<file path="src/rtl/conv_frame_ctrl.sv">
// Frame controller that streams one image through an external 3x3 convolution
// accelerator, counts pixels in and results out, and guards against stalls.
module conv_frame_ctrl #(
   parameter int IMG_W   = 24,
   parameter int IMG_H   = 24,
   parameter int PIXW    = 8,
   parameter int TIMEOUT = 4096
) (
   input  logic            clk,
   input  logic            reset,
   input  logic            start,
   input  logic            abort,
   input  logic [71:0]     filt,
   input  logic            s_valid,
   output logic            s_ready,
   input  logic [PIXW-1:0] s_x,
   output logic [71:0]     acc_f,
   output logic            acc_i_valid,
   input  logic            acc_i_ready,
   output logic [PIXW-1:0] acc_i_x,
   input  logic            acc_o_valid,
   output logic            acc_o_ready,
   input  logic [PIXW-1:0] acc_o_y,
   output logic            m_valid,
   input  logic            m_ready,
   output logic [PIXW-1:0] m_y,
   output logic            m_last,
   output logic            busy,
   output logic            done,
   output logic            err,
   output logic [15:0]     frame_cnt
);

   localparam int N_IN   = IMG_W * IMG_H;
   localparam int N_OUT  = (IMG_W - 2) * (IMG_H - 2);
   localparam int IN_W   = (N_IN > 1) ? $clog2(N_IN) : 1;
   localparam int OUT_W  = (N_OUT > 1) ? $clog2(N_OUT) : 1;
   localparam int IDLE_W = (TIMEOUT > 1) ? $clog2(TIMEOUT) : 1;

   localparam logic [IN_W-1:0]   IN_LAST   = IN_W'(N_IN - 1);
   localparam logic [OUT_W-1:0]  OUT_LAST  = OUT_W'(N_OUT - 1);
   localparam logic [IDLE_W-1:0] IDLE_LAST = IDLE_W'(TIMEOUT - 1);

   typedef enum logic [1:0] {IDLE, STREAM, DRAIN, DONE} state_t;

   state_t              state_reg, state_next;
   logic [71:0]         f_q_reg;
   logic [IN_W-1:0]     in_cnt_reg;
   logic [OUT_W-1:0]    out_cnt_reg;
   logic [IDLE_W-1:0]   idle_cnt_reg;
   logic                err_reg;
   logic [15:0]         frame_cnt_reg;

   logic in_phase, out_phase, in_xfer, out_xfer;
   logic in_final, out_final, stall, timed_out;

   assign in_phase  = (state_reg == STREAM);
   assign out_phase = (state_reg == STREAM) || (state_reg == DRAIN);
   assign in_xfer   = in_phase & s_valid & acc_i_ready;
   assign out_xfer  = out_phase & acc_o_valid & m_ready;
   assign in_final  = in_xfer && (in_cnt_reg == IN_LAST);
   assign out_final = out_xfer && (out_cnt_reg == OUT_LAST);
   assign stall     = out_phase & ~in_xfer & ~out_xfer;
   assign timed_out = stall && (idle_cnt_reg == IDLE_LAST);

   always_ff @(posedge clk or negedge reset) begin
      if (!reset) begin
         state_reg <= IDLE;
      end else begin
         state_reg <= state_next;
      end
   end

   // Abort wins over everything; the final result wins over a simultaneous last pixel.
   always_comb begin
      state_next = state_reg;
      case (state_reg)
         IDLE:    if (start) state_next = STREAM;
         STREAM: begin
            if (abort)                       state_next = IDLE;
            else if (out_final || timed_out) state_next = DONE;
            else if (in_final)               state_next = DRAIN;
         end
         DRAIN: begin
            if (abort)                       state_next = IDLE;
            else if (out_final || timed_out) state_next = DONE;
         end
         DONE:    state_next = IDLE;
         default: state_next = IDLE;
      endcase
   end

   always_ff @(posedge clk or negedge reset) begin
      if (!reset) begin
         f_q_reg       <= '0;
         in_cnt_reg    <= '0;
         out_cnt_reg   <= '0;
         idle_cnt_reg  <= '0;
         err_reg       <= 1'b0;
         frame_cnt_reg <= '0;
      end else begin
         case (state_reg)
            IDLE: begin
               if (start) begin
                  f_q_reg      <= filt;
                  in_cnt_reg   <= '0;
                  out_cnt_reg  <= '0;
                  idle_cnt_reg <= '0;
                  err_reg      <= 1'b0;
               end
            end
            STREAM, DRAIN: begin
               if (!abort) begin
                  if (in_xfer)  in_cnt_reg  <= in_cnt_reg + IN_W'(1);
                  if (out_xfer) out_cnt_reg <= out_cnt_reg + OUT_W'(1);
                  if (in_xfer || out_xfer) idle_cnt_reg <= '0;
                  else if (!timed_out)     idle_cnt_reg <= idle_cnt_reg + IDLE_W'(1);
                  if (timed_out) err_reg <= 1'b1;
               end
            end
            DONE:    frame_cnt_reg <= frame_cnt_reg + 16'd1;
            default: ;
         endcase
      end
   end

   always_comb begin
      s_ready     = 1'b0;
      acc_i_valid = 1'b0;
      acc_i_x     = '0;
      m_valid     = 1'b0;
      acc_o_ready = 1'b0;
      m_y         = '0;
      busy        = 1'b0;
      done        = 1'b0;
      case (state_reg)
         STREAM: begin
            s_ready     = acc_i_ready;
            acc_i_valid = s_valid;
            acc_i_x     = s_x;
            m_valid     = acc_o_valid;
            acc_o_ready = m_ready;
            m_y         = acc_o_y;
            busy        = 1'b1;
         end
         DRAIN: begin
            m_valid     = acc_o_valid;
            acc_o_ready = m_ready;
            m_y         = acc_o_y;
            busy        = 1'b1;
         end
         DONE: begin
            busy = 1'b1;
            done = 1'b1;
         end
         default: ;
      endcase
      m_last = m_valid && (out_cnt_reg == OUT_LAST);
   end

   assign acc_f     = f_q_reg;
   assign err       = err_reg;
   assign frame_cnt = frame_cnt_reg;

endmodule
</file>
<file path="config.mk">
export PLATFORM = sky130hd
export DESIGN_NAME = conv_frame_ctrl
export DESIGN_NICKNAME = d
export VERILOG_FILES = /design/src/rtl/conv_frame_ctrl.sv
export SDC_FILE = /design/constraint.sdc
export NUM_CORES = 1
export LEC_CHECK = 0
export ABC_AREA = 1
export CORE_MARGIN = 10
export CORE_UTILIZATION = 46
export CTS_BUF_LIST = sky130_fd_sc_hd__clkbuf_8
export DETAILED_ROUTE_END_ITERATION = 8
export HOLD_SLACK_MARGIN = 0.02
export PLACE_DENSITY = 0.84
export SYNTH_ARGS = -nofsm -noshare
export SYNTH_HDL_FRONTEND = slang
export SYNTH_SLANG_ARGS = --single-unit
</file>
<file path="constraint.sdc">
create_clock -name clk -period 2.33 [get_ports clk]
set_input_delay 0.5825 -clock clk [delete_from_list [all_inputs] [get_ports clk]]
set_output_delay 0.5825 -clock clk [all_outputs]
set_load 0.1 [all_outputs]
</file>
==> out/qor.csv, run 1 <==
metric;value;unit
min_period_over_period;97.9;%
routed_wl;16100;um
drive_above_1_share;35.1;%
use_met3;5.95;%
rows;40;
nFillCells;844;
period_needed;2.28;ns
top_usage_layer;met2;
slew_headroom;62.3;%
max_clock_freq;0.438;GHz
cts_buffer_depth;2;
worst_slew_pin_slew;0.566;ns
core_area;12200;sq um
yosys_register_bits;122;
syn_nets;679;
seq_area_frac_synth;52.8;%
fin_cells;985;
gp_congestion;0.835;
synth_top_area_share;52.8;%
crit_path_max_fanout;3;
r2r-start;state_reg[1]$_DFFE_PN0P_;
fin_nets;909;
wire_per_inst;16.4;um
worstHoldPathType;in -> async;
hold_viol_final;0;
area_growth;50.4;%
n_antenna_cell;0;
met2_usage;32.0;%
die_h;132;um
arrival;1.70;ns
die_x;132;um
critPathKind;reg -> out;
grt_max_degree;49;
grt.total_usage;18.7;%
synthCells;574;
grt_util_met1;21.6;%
drt_iter0_drc;262;
clk_latency;0.43;ns
cp.required;1.75;ns
yosysWarnings;0;
grt_antenna_before_repair;0;
yosys.area.top_type;dfrtp_1;
worst-r2r-cell-count;11;
gr-total-overflow;0;
cap_violations;0;
dieArea;17400;sq um
avgViaCountPerCell;4.90;
yosysMostFrequentCell;dfrtp_1;
multiInputGateArea;2430;sq um
syn_area;5780;sq um
grt_pass1_vias;5078;
synth_cell_types;33;
synthTopCellsByCount;dfrtp_1, nand2_1, mux2_2;
clk_pin_slew;0.07;ns
syn-mean-instance-area;10.1;sq um
setup_ws;0.0494;ns
r2r_end;in_cnt_reg[4]$_DFFE_PN0P_;
rsz0062_at_grt;true;
dp_slack;0.0209;ns
worstSetupEndpointType;primary output;
rrSetupSlack;0.26;ns
regArea;3050;sq um
largest_register_ffs;72;
htree_num_levels;4;
portBuffers;207;
ant_nets;0;
initial_core_util;47.5;%
ys.flop_type;dfrtp_1;
status;complete, no violations;
place_inst;949;
drc_errors;0;
startpoint;state_reg[1]$_DFFE_PN0P_;
vias;4827;
clock-root-buffer;clkbuf_8;
hpwlAfterDp;12700;um
dr.pass1.iters;4;
cts_buffers;17;
clkSinkCount;122;
cts_tree;built;
synthTopCellsByArea;dfrtp_1, mux2_2, nand2_1;
grt_pass1_wl;26500;um
finClkSkew;0.00791;ns
endpoint;m_last;
drv_slew;0;
synth-edff-count;0;
async_flop_share;100;%
io_pins;208;
report.final.setup_viol;0;
holdBufCountCts;0;
crit_path_start_kind;register;
-- cells by family after synthesis --
| logic type | synth area share (%) |
|---|---|
| xor+xnor | 2.88 |
| flops | 52.8 |
| fa+ha+maj | 1.95 |
| buf+inv | 5.85 |
| simple gates | 18.6 |
| mux | 14.2 |
| compound gates | 3.70 |
-- area by class of cell --
type / count / share of cell area, %
clock buffer: 21 / 3.32
timing repair buffer: 225 / 26.0
sequential: 122 / 35.1
inverter: 67 / 3.31
multi-input combinational: 371 / 27.9
clock inverter: 11 / 1.91
tap: 168 / 2.42
-- layout by cell type (no fill, tap or decap), types with 21 or more instances in the layout --
master           instances
buf_4                  103
mux2_2                  73
clkbuf_8                21
nor2_1                  46
dfrtp_1                122
inv_1                   53
buf_12                  26
nand2_1                105
nand3_1                 38
clkdlybuf4s50_1         94
-- metrics by stage --
| stage | instance area [sq um] | TNS [ns] | hold WS [ns] | util [%] |
|---|---|---|---|---|
| 6_report | 8690 | 0 | 0.155 | 71.5 |
| 5_1_grt | 8690 | -0.0720 | 0.165 | 71.5 |
| 4_1_cts | 8660 | 0 | 0.139 | 71.2 |
| 3_5_place_dp | 8170 | 0 | 0.483 | 67.2 |
| 3_3_place_gp | 8170 | 0 | 0.473 | 67.2 |
| 2_1_floorplan | 5820 | 0 | 0.287 | - |
-- metal layers --
metal	vias to the layer above	share of wire, %
met5	-	0
met4	0	1.3
met3	20	6.7
met2	169	51
met1	2314	41
li1	2324	-
-- worst min path at each step --
| stage | end | depth (start not counted) | slack [ns] |
|---|---|---|---|
| final | frame_cnt[4]$_DFFE_PN0P_ | 1 | 0.15 |
| after global routing | frame_cnt[5]$_DFFE_PN0P_ | 1 | 0.17 |
| after CTS | frame_cnt[12]$_DFFE_PN0P_ | 1 | 0.14 |
| after detailed placement | frame_cnt[15]$_DFFE_PN0P_ | 1 | 0.48 |
| after global placement | frame_cnt[15]$_DFFE_PN0P_ | 1 | 0.47 |
| after floorplan | acc_f[0]$_DFFE_PN0P_ | 0 | 0.29 |
-- timing repair --
| action | in CTS | in global routing |
|---|---|---|
| buffers inserted | 2 | 2 |
| gates resized for setup | 5 | 6 |
| setup endpoints to repair | 10 | 11 |
| pin swaps | 1 | 0 |
-- critical path, cell delays in order, from the launching register on --
cell and delay [ns]:
dfrtp_1 0.36, inv_2 0.07, ha_4 0.30, nand2_2 0.08
nor2_4 0.10, nand2_2 0.08, nor2_4 0.11, buf_12 0.18
Power of run 1 is left out: the tool's default activity adds up to more than one toggle a clock period on the data nets, which glitch-free logic cannot reach.
==> run 2: changes to the inputs <==
--- a/config.mk
+++ b/config.mk
@@ -7,11 +7,12 @@
 export LEC_CHECK = 0
 export ABC_AREA = 1
 export CORE_MARGIN = 10
-export CORE_UTILIZATION = 46
+export CORE_UTILIZATION = 60
 export CTS_BUF_LIST = sky130_fd_sc_hd__clkbuf_8
 export DETAILED_ROUTE_END_ITERATION = 8
+export DONT_BUFFER_PORTS = 1
 export HOLD_SLACK_MARGIN = 0.02
-export PLACE_DENSITY = 0.84
+export PLACE_DENSITY = 0.78
 export SYNTH_ARGS = -nofsm -noshare
 export SYNTH_HDL_FRONTEND = slang
 export SYNTH_SLANG_ARGS = --single-unit
==> run 2 against run 1 <==
Net effect:
- the flow now finishes with violations (hold timing)
- sequential share of layout area rose by 8.5 points
- final cell count down 22%
- first-iteration DRC count grew 53%
- global-route usage rose by 2.6 points
- wire length shrank 6.8%
- highest routed layer unchanged
- core utilization grew 3.6 points
- non-clock buffer count fell by 175
- die area shrank 20%
- largest cell class unchanged
==> out/qor.csv, run 2 (same netlist as run 1, synthesis figures left out) <==
metric;value;unit
status;finished with violations;
violations;hold timing;
core_area;9330;sq um
drive_above_1_share;32.1;%
dp_slack;0.125;ns
crit_path_max_fanout;10;
routed_wl;15000;um
crit_slowest_cell;dfrtp_1;
crit_path_start_kind;register;
area_growth;21.1;%
portBuffers;0;
report.final.setup_viol;0;
critPathKind;reg -> out;
ant_nets;0;
worstHoldPathType;in -> async;
finClkSkew;0.0104;ns
cp_slowest_stage_delay;0.39;ns
htree_num_levels;4;
clk_latency;0.42;ns
clk_pin_slew;0.08;ns
cp.required;1.75;ns
cap_violations;0;
layout_common_cells;dfrtp_1, nand2_1, mux2_2;
worst_slew_pin_slew;0.970;ns
gr-total-overflow;0;
grt_max_degree;123;
rrSetupSlack;0.25;ns
dr.pass1.iters;5;
drc_errors;0;
n_antenna_cell;0;
final_common_cell;dfrtp_1;
hpwlAfterDp;11600;um
drt_iter0_drc;400;
avgViaCountPerCell;5.50;
max_clock_freq;0.440;GHz
min_period_over_period;97.6;%
rows;35;
cp_cell_sequence;inv_2, ha_4, buf_4, nand2_1, clkinvlp_4, buf_12;
dieArea;14000;sq um
period_needed;2.27;ns
rsz0062_at_grt;true;
setup_tns;0;ns
slew_headroom;35.3;%
largest_register_ffs;72;
fin_nets;734;
hold_viol_final;122;
clkSinkCount;122;
cts_tree;built;
r2r-start;state_reg[1]$_DFFE_PN0P_;
clock-root-buffer;clkbuf_8;
setup_ws;0.0554;ns
grt_antenna_before_repair;0;
vias;4242;
hold_ws;-0.158;ns
drv_slew;0;
die_x;118;um
worst-r2r-cell-count;11;
initial_core_util;62.0;%
die_h;118;um
r2r_end;in_cnt_reg[4]$_DFFE_PN0P_;
cts_buffers;17;
cts_buffer_depth;2;
gp_congestion;0.883;
grt.total_usage;21.3;%
grt_pass1_vias;4379;
wire_per_inst;19.5;um
io_pins;208;
worstSetupEndpointType;primary output;
arrival;1.69;ns
grt_pass1_wl;24200;um
-- run 2: repair_timing --
action,4_1_cts,5_1_grt
pin swaps,0,2
endpoints found under the setup margin,16,10
endpoints found under the hold margin,122,122
setup buffers,2,3
cloned,0,0
resized for setup,5,5
-- run 2: through the flow --
stage,util (%),area (sq um),cells,hold slack (ns)
3_3_place_gp,69.8,6510,734,0.290
5_1_grt,75.0,7000,771,-0.184
2_1_floorplan,-,5820,574,0.287
6_report,75.0,7000,771,-0.158
4_1_cts,74.6,6960,768,-0.175
3_5_place_dp,69.8,6510,734,0.291
-- run 2: worst max path at each step --
stage	from	end	slack (ns)	cells after the start
after floorplan	state_reg[0]$_DFFE_PN0P_	frame_cnt[10]$_DFFE_PN0P_	0.05	7
after global placement	state_reg[0]$_DFFE_PN0P_	in_cnt_reg[4]$_DFFE_PN0P_	0.30	11
after detailed placement	state_reg[0]$_DFFE_PN0P_	in_cnt_reg[4]$_DFFE_PN0P_	0.12	11
after CTS	state_reg[1]$_DFFE_PN0P_	m_last	0.02	7
after global routing	state_reg[1]$_DFFE_PN0P_	m_last	-0.02	7
final	state_reg[1]$_DFFE_PN0P_	m_y[4]	0.06	6
-- run 2: final cells by class --
class                           count  area (sq um)
Clock inverter                     14           161
Fill cell                         626          2330
Clock buffer                       18           248
Sequential cell                   122          3050
Tap cell                          129           161
Multi-Input combinational cell    371          2430
Inverter                           67           288
Timing Repair Buffer               50           654
-- run 2: worst max-delay path, delay by kind of cell (launching register included) --
family / cells / cell delay [ns]
flops: 1 / 0.39
buf+inv: 4 / 0.54
fa+ha+maj: 1 / 0.21
simple gates: 1 / 0.11
-- run 2: layer usage --
| layer | GRT usage, % | vias to the layer above | share of wire [%] |
|---|---|---|---|
| met5 | 0 | - | 0 |
| met4 | 6.18 | 0 | 1.2 |
| met3 | 6.90 | 15 | 7.9 |
| met2 | 39.2 | 189 | 54 |
| met1 | 22.7 | 2065 | 37 |
| li1 | - | 1973 | - |
Power of run 2 is left out for the same reason.
==> run 3: changes to the inputs <==
--- a/config.mk
+++ b/config.mk
@@ -13,6 +13,7 @@
 export DONT_BUFFER_PORTS = 1
 export HOLD_SLACK_MARGIN = 0.02
 export PLACE_DENSITY = 0.78
+export SLEW_MARGIN = 15
 export SYNTH_ARGS = -nofsm -noshare
 export SYNTH_HDL_FRONTEND = slang
 export SYNTH_SLANG_ARGS = --single-unit
==> results of run 3 <==
No change in the layout: final DEF, timing and power equal those of run 2.
Power of run 3 is left out for the same reason.
==> patch, RTL diff (flow settings as in run 3) <==
`PIXW`: 8 -> 4.
--- a/src/rtl/conv_frame_ctrl.sv
+++ b/src/rtl/conv_frame_ctrl.sv
@@ -3,7 +3,7 @@
 module conv_frame_ctrl #(
    parameter int IMG_W   = 24,
    parameter int IMG_H   = 24,
-   parameter int PIXW    = 8,
+   parameter int PIXW    = 4,
    parameter int TIMEOUT = 4096
 ) (
    input  logic            clk,
Ports: changed (resized acc_i_x, acc_o_y, m_y and s_x); port bits go from 208 to 192. No check against the original RTL was run, so the function may have changed too.
==> patch against run 3 <==
The flow still finishes with violations (negative hold slack); final area fell by 5.3%; wire length decreased by 6.4%; via count fell by 4.1%; synthesized area shrank 1.5%; global-route usage fell by 1.0 points; sequential cell count is the same; register-to-register slack is essentially flat; cell count down 4.0%; setup slack improved by 0.036 ns; highest routed layer unchanged.
Power is not shown: default switching activity piles up to over one toggle a cycle in this logic, so the estimate is an artifact.
==> patch: results (changes against run 3) <==
** Critical path
- The highest fanout seen on the critical path came to 9 (was 10).
- Endpoint of the worst register-to-register path :: idle_cnt_reg[9] (was in_cnt_reg[4])
- Delay contributed by the slowest stage of the critical path :: 0.41 ns (was 0.39 ns)
- The startpoint of the worst-slack reg-to-reg timing path is state_reg[0] (was state_reg[1]).
- Arrival time of data at the critical path endpoint :: 1.66 ns (was 1.69 ns)
- Top delay family on crit path :: flip-flops (was buffers and inverters)
- The end point of the critical path was m_last (was m_y[4]).

** Layout
- The multi-input combinational cell count was 362 (was 371).
- The non-clock buffer area fraction after layout was 6.57% (was 9.35%).
- The share of final-layout standard cells stronger than drive strength 1 came to 29.8% (was 32.1%).
- Net count of the finished layout :: 695 (was 734)
- The proportion of cell area occupied by multi-input gates was 35.6% (was 34.8%).
- Non-clk invs :: 57 (was 67)
- Register share of the cell area :: 46.1% (was 43.6%)
- The fraction of area in clock buffers and inverters came to 5.78% (was 5.85%).
- Fill count :: 647 (was 626)
- The number of signal-net buffers in the layout is 38 (was 50).

** Yosys
- Post-Syn Nets :: 652 (was 679)
- Most instantiated cells after synthesis :: 122 x dfrtp_1, 103 x nand2_1, 73 x mux2_2, 54 x inv_1, 51 x nor2_1 (was 122 x dfrtp_1, 110 x nand2_1, 73 x mux2_2, 63 x inv_1, 47 x nor2_1)
- Area contributors post-synth: dfrtp_1 54%, mux2_2 14%, nand2_1 6.8%, inv_1 3.6%, nor2_1 3.4% (was dfrtp_1 53%, mux2_2 14%, nand2_1 7.1%, inv_1 4.1%, nand3_1 3.3%).
- Sequential area share after synthesis :: 53.6% (was 52.8%)

** Placement
- RePlAce Congestion :: 0.856 (was 0.883)

** Timing
- Final hold vios :: 122 (unchanged)
- The transition time at the pin with the least slew margin came to 0.937 ns (was 0.970 ns).
- The worst slack on hold paths was -0.151 ns (was -0.158 ns).

** Route
- Vias per Instance :: 5.49 (was 5.50)
- The wire length per cell was 19.0 um (was 19.5 um).
- The violation count after the first detailed-routing iteration is 409 (was 400).

** Global routing
- The global-route wire length before repair is 22800 um (was 24200 um).
- Global-route usage over all layers :: 20.3% (was 21.3%)
- The number of global-route vias before repair was 4104 (was 4379).

** Status
- Result of the run: complete, but fails checks (unchanged).
- Failing checks: negative hold slack (unchanged).
patch: cell count changes after synthesis, sizes merged:
cell	before	now
inv	67	57
nand2	117	109
a21oi	14	15
a31o	1	0
nand3	40	39
nand3b	1	2
nand4	11	10
nor2	58	59
nor3	7	6
patch: repair_timing:
item | in CTS | in global routing
resized for setup | 5 | 3
cloned | 0 | 0
endpoints found under the hold margin | 122 | 122
pin swaps | 1 | 1
setup endpoints to repair | 10 | 2
buffers inserted | 0 | 3
patch: how the worst min path moves through the flow:
stage          start       endpoint  slack (ns)
2_1_floorplan  reset       acc_f[0]        0.29
3_3_place_gp   reset      acc_f[34]        0.29
3_5_place_dp   reset      acc_f[34]        0.29
4_1_cts        reset   frame_cnt[8]       -0.17
5_1_grt        reset   frame_cnt[9]       -0.19
6_report       reset  frame_cnt[10]       -0.15
patch: logic make-up after synthesis:
| logic type | synth area share, % |
|---|---|
| compound gates | 3.69 |
| xor+xnor | 2.92 |
| fa+ha+maj | 1.98 |
| buf+inv | 5.43 |
| flops | 53.6 |
| mux | 14.4 |
| simple gates | 17.9 |
patch: per-stage QoR:
stage | area, sq um | std cells | TNS (ns) | setup slack, ns | hold WS [ns]
4_1_cts | 6600 | 737 | 0 | 0.0359 | -0.168
6_report | 6630 | 740 | 0 | 0.0911 | -0.151
3_5_place_dp | 6200 | 705 | 0 | 0.0406 | 0.291
5_1_grt | 6630 | 740 | -0.0207 | -0.0207 | -0.191
3_3_place_gp | 6200 | 705 | 0 | 0.189 | 0.290
2_1_floorplan | 5720 | 555 | 0 | 0.00312 | 0.287
patch: metal layers:
metal / share of wire, % / global-route usage [%]
met1: 38 / 22.5
met2: 52 / 35.2
met3: 9.4 / 8.11
met4: 1.1 / 5.32
met5: 0 / 0
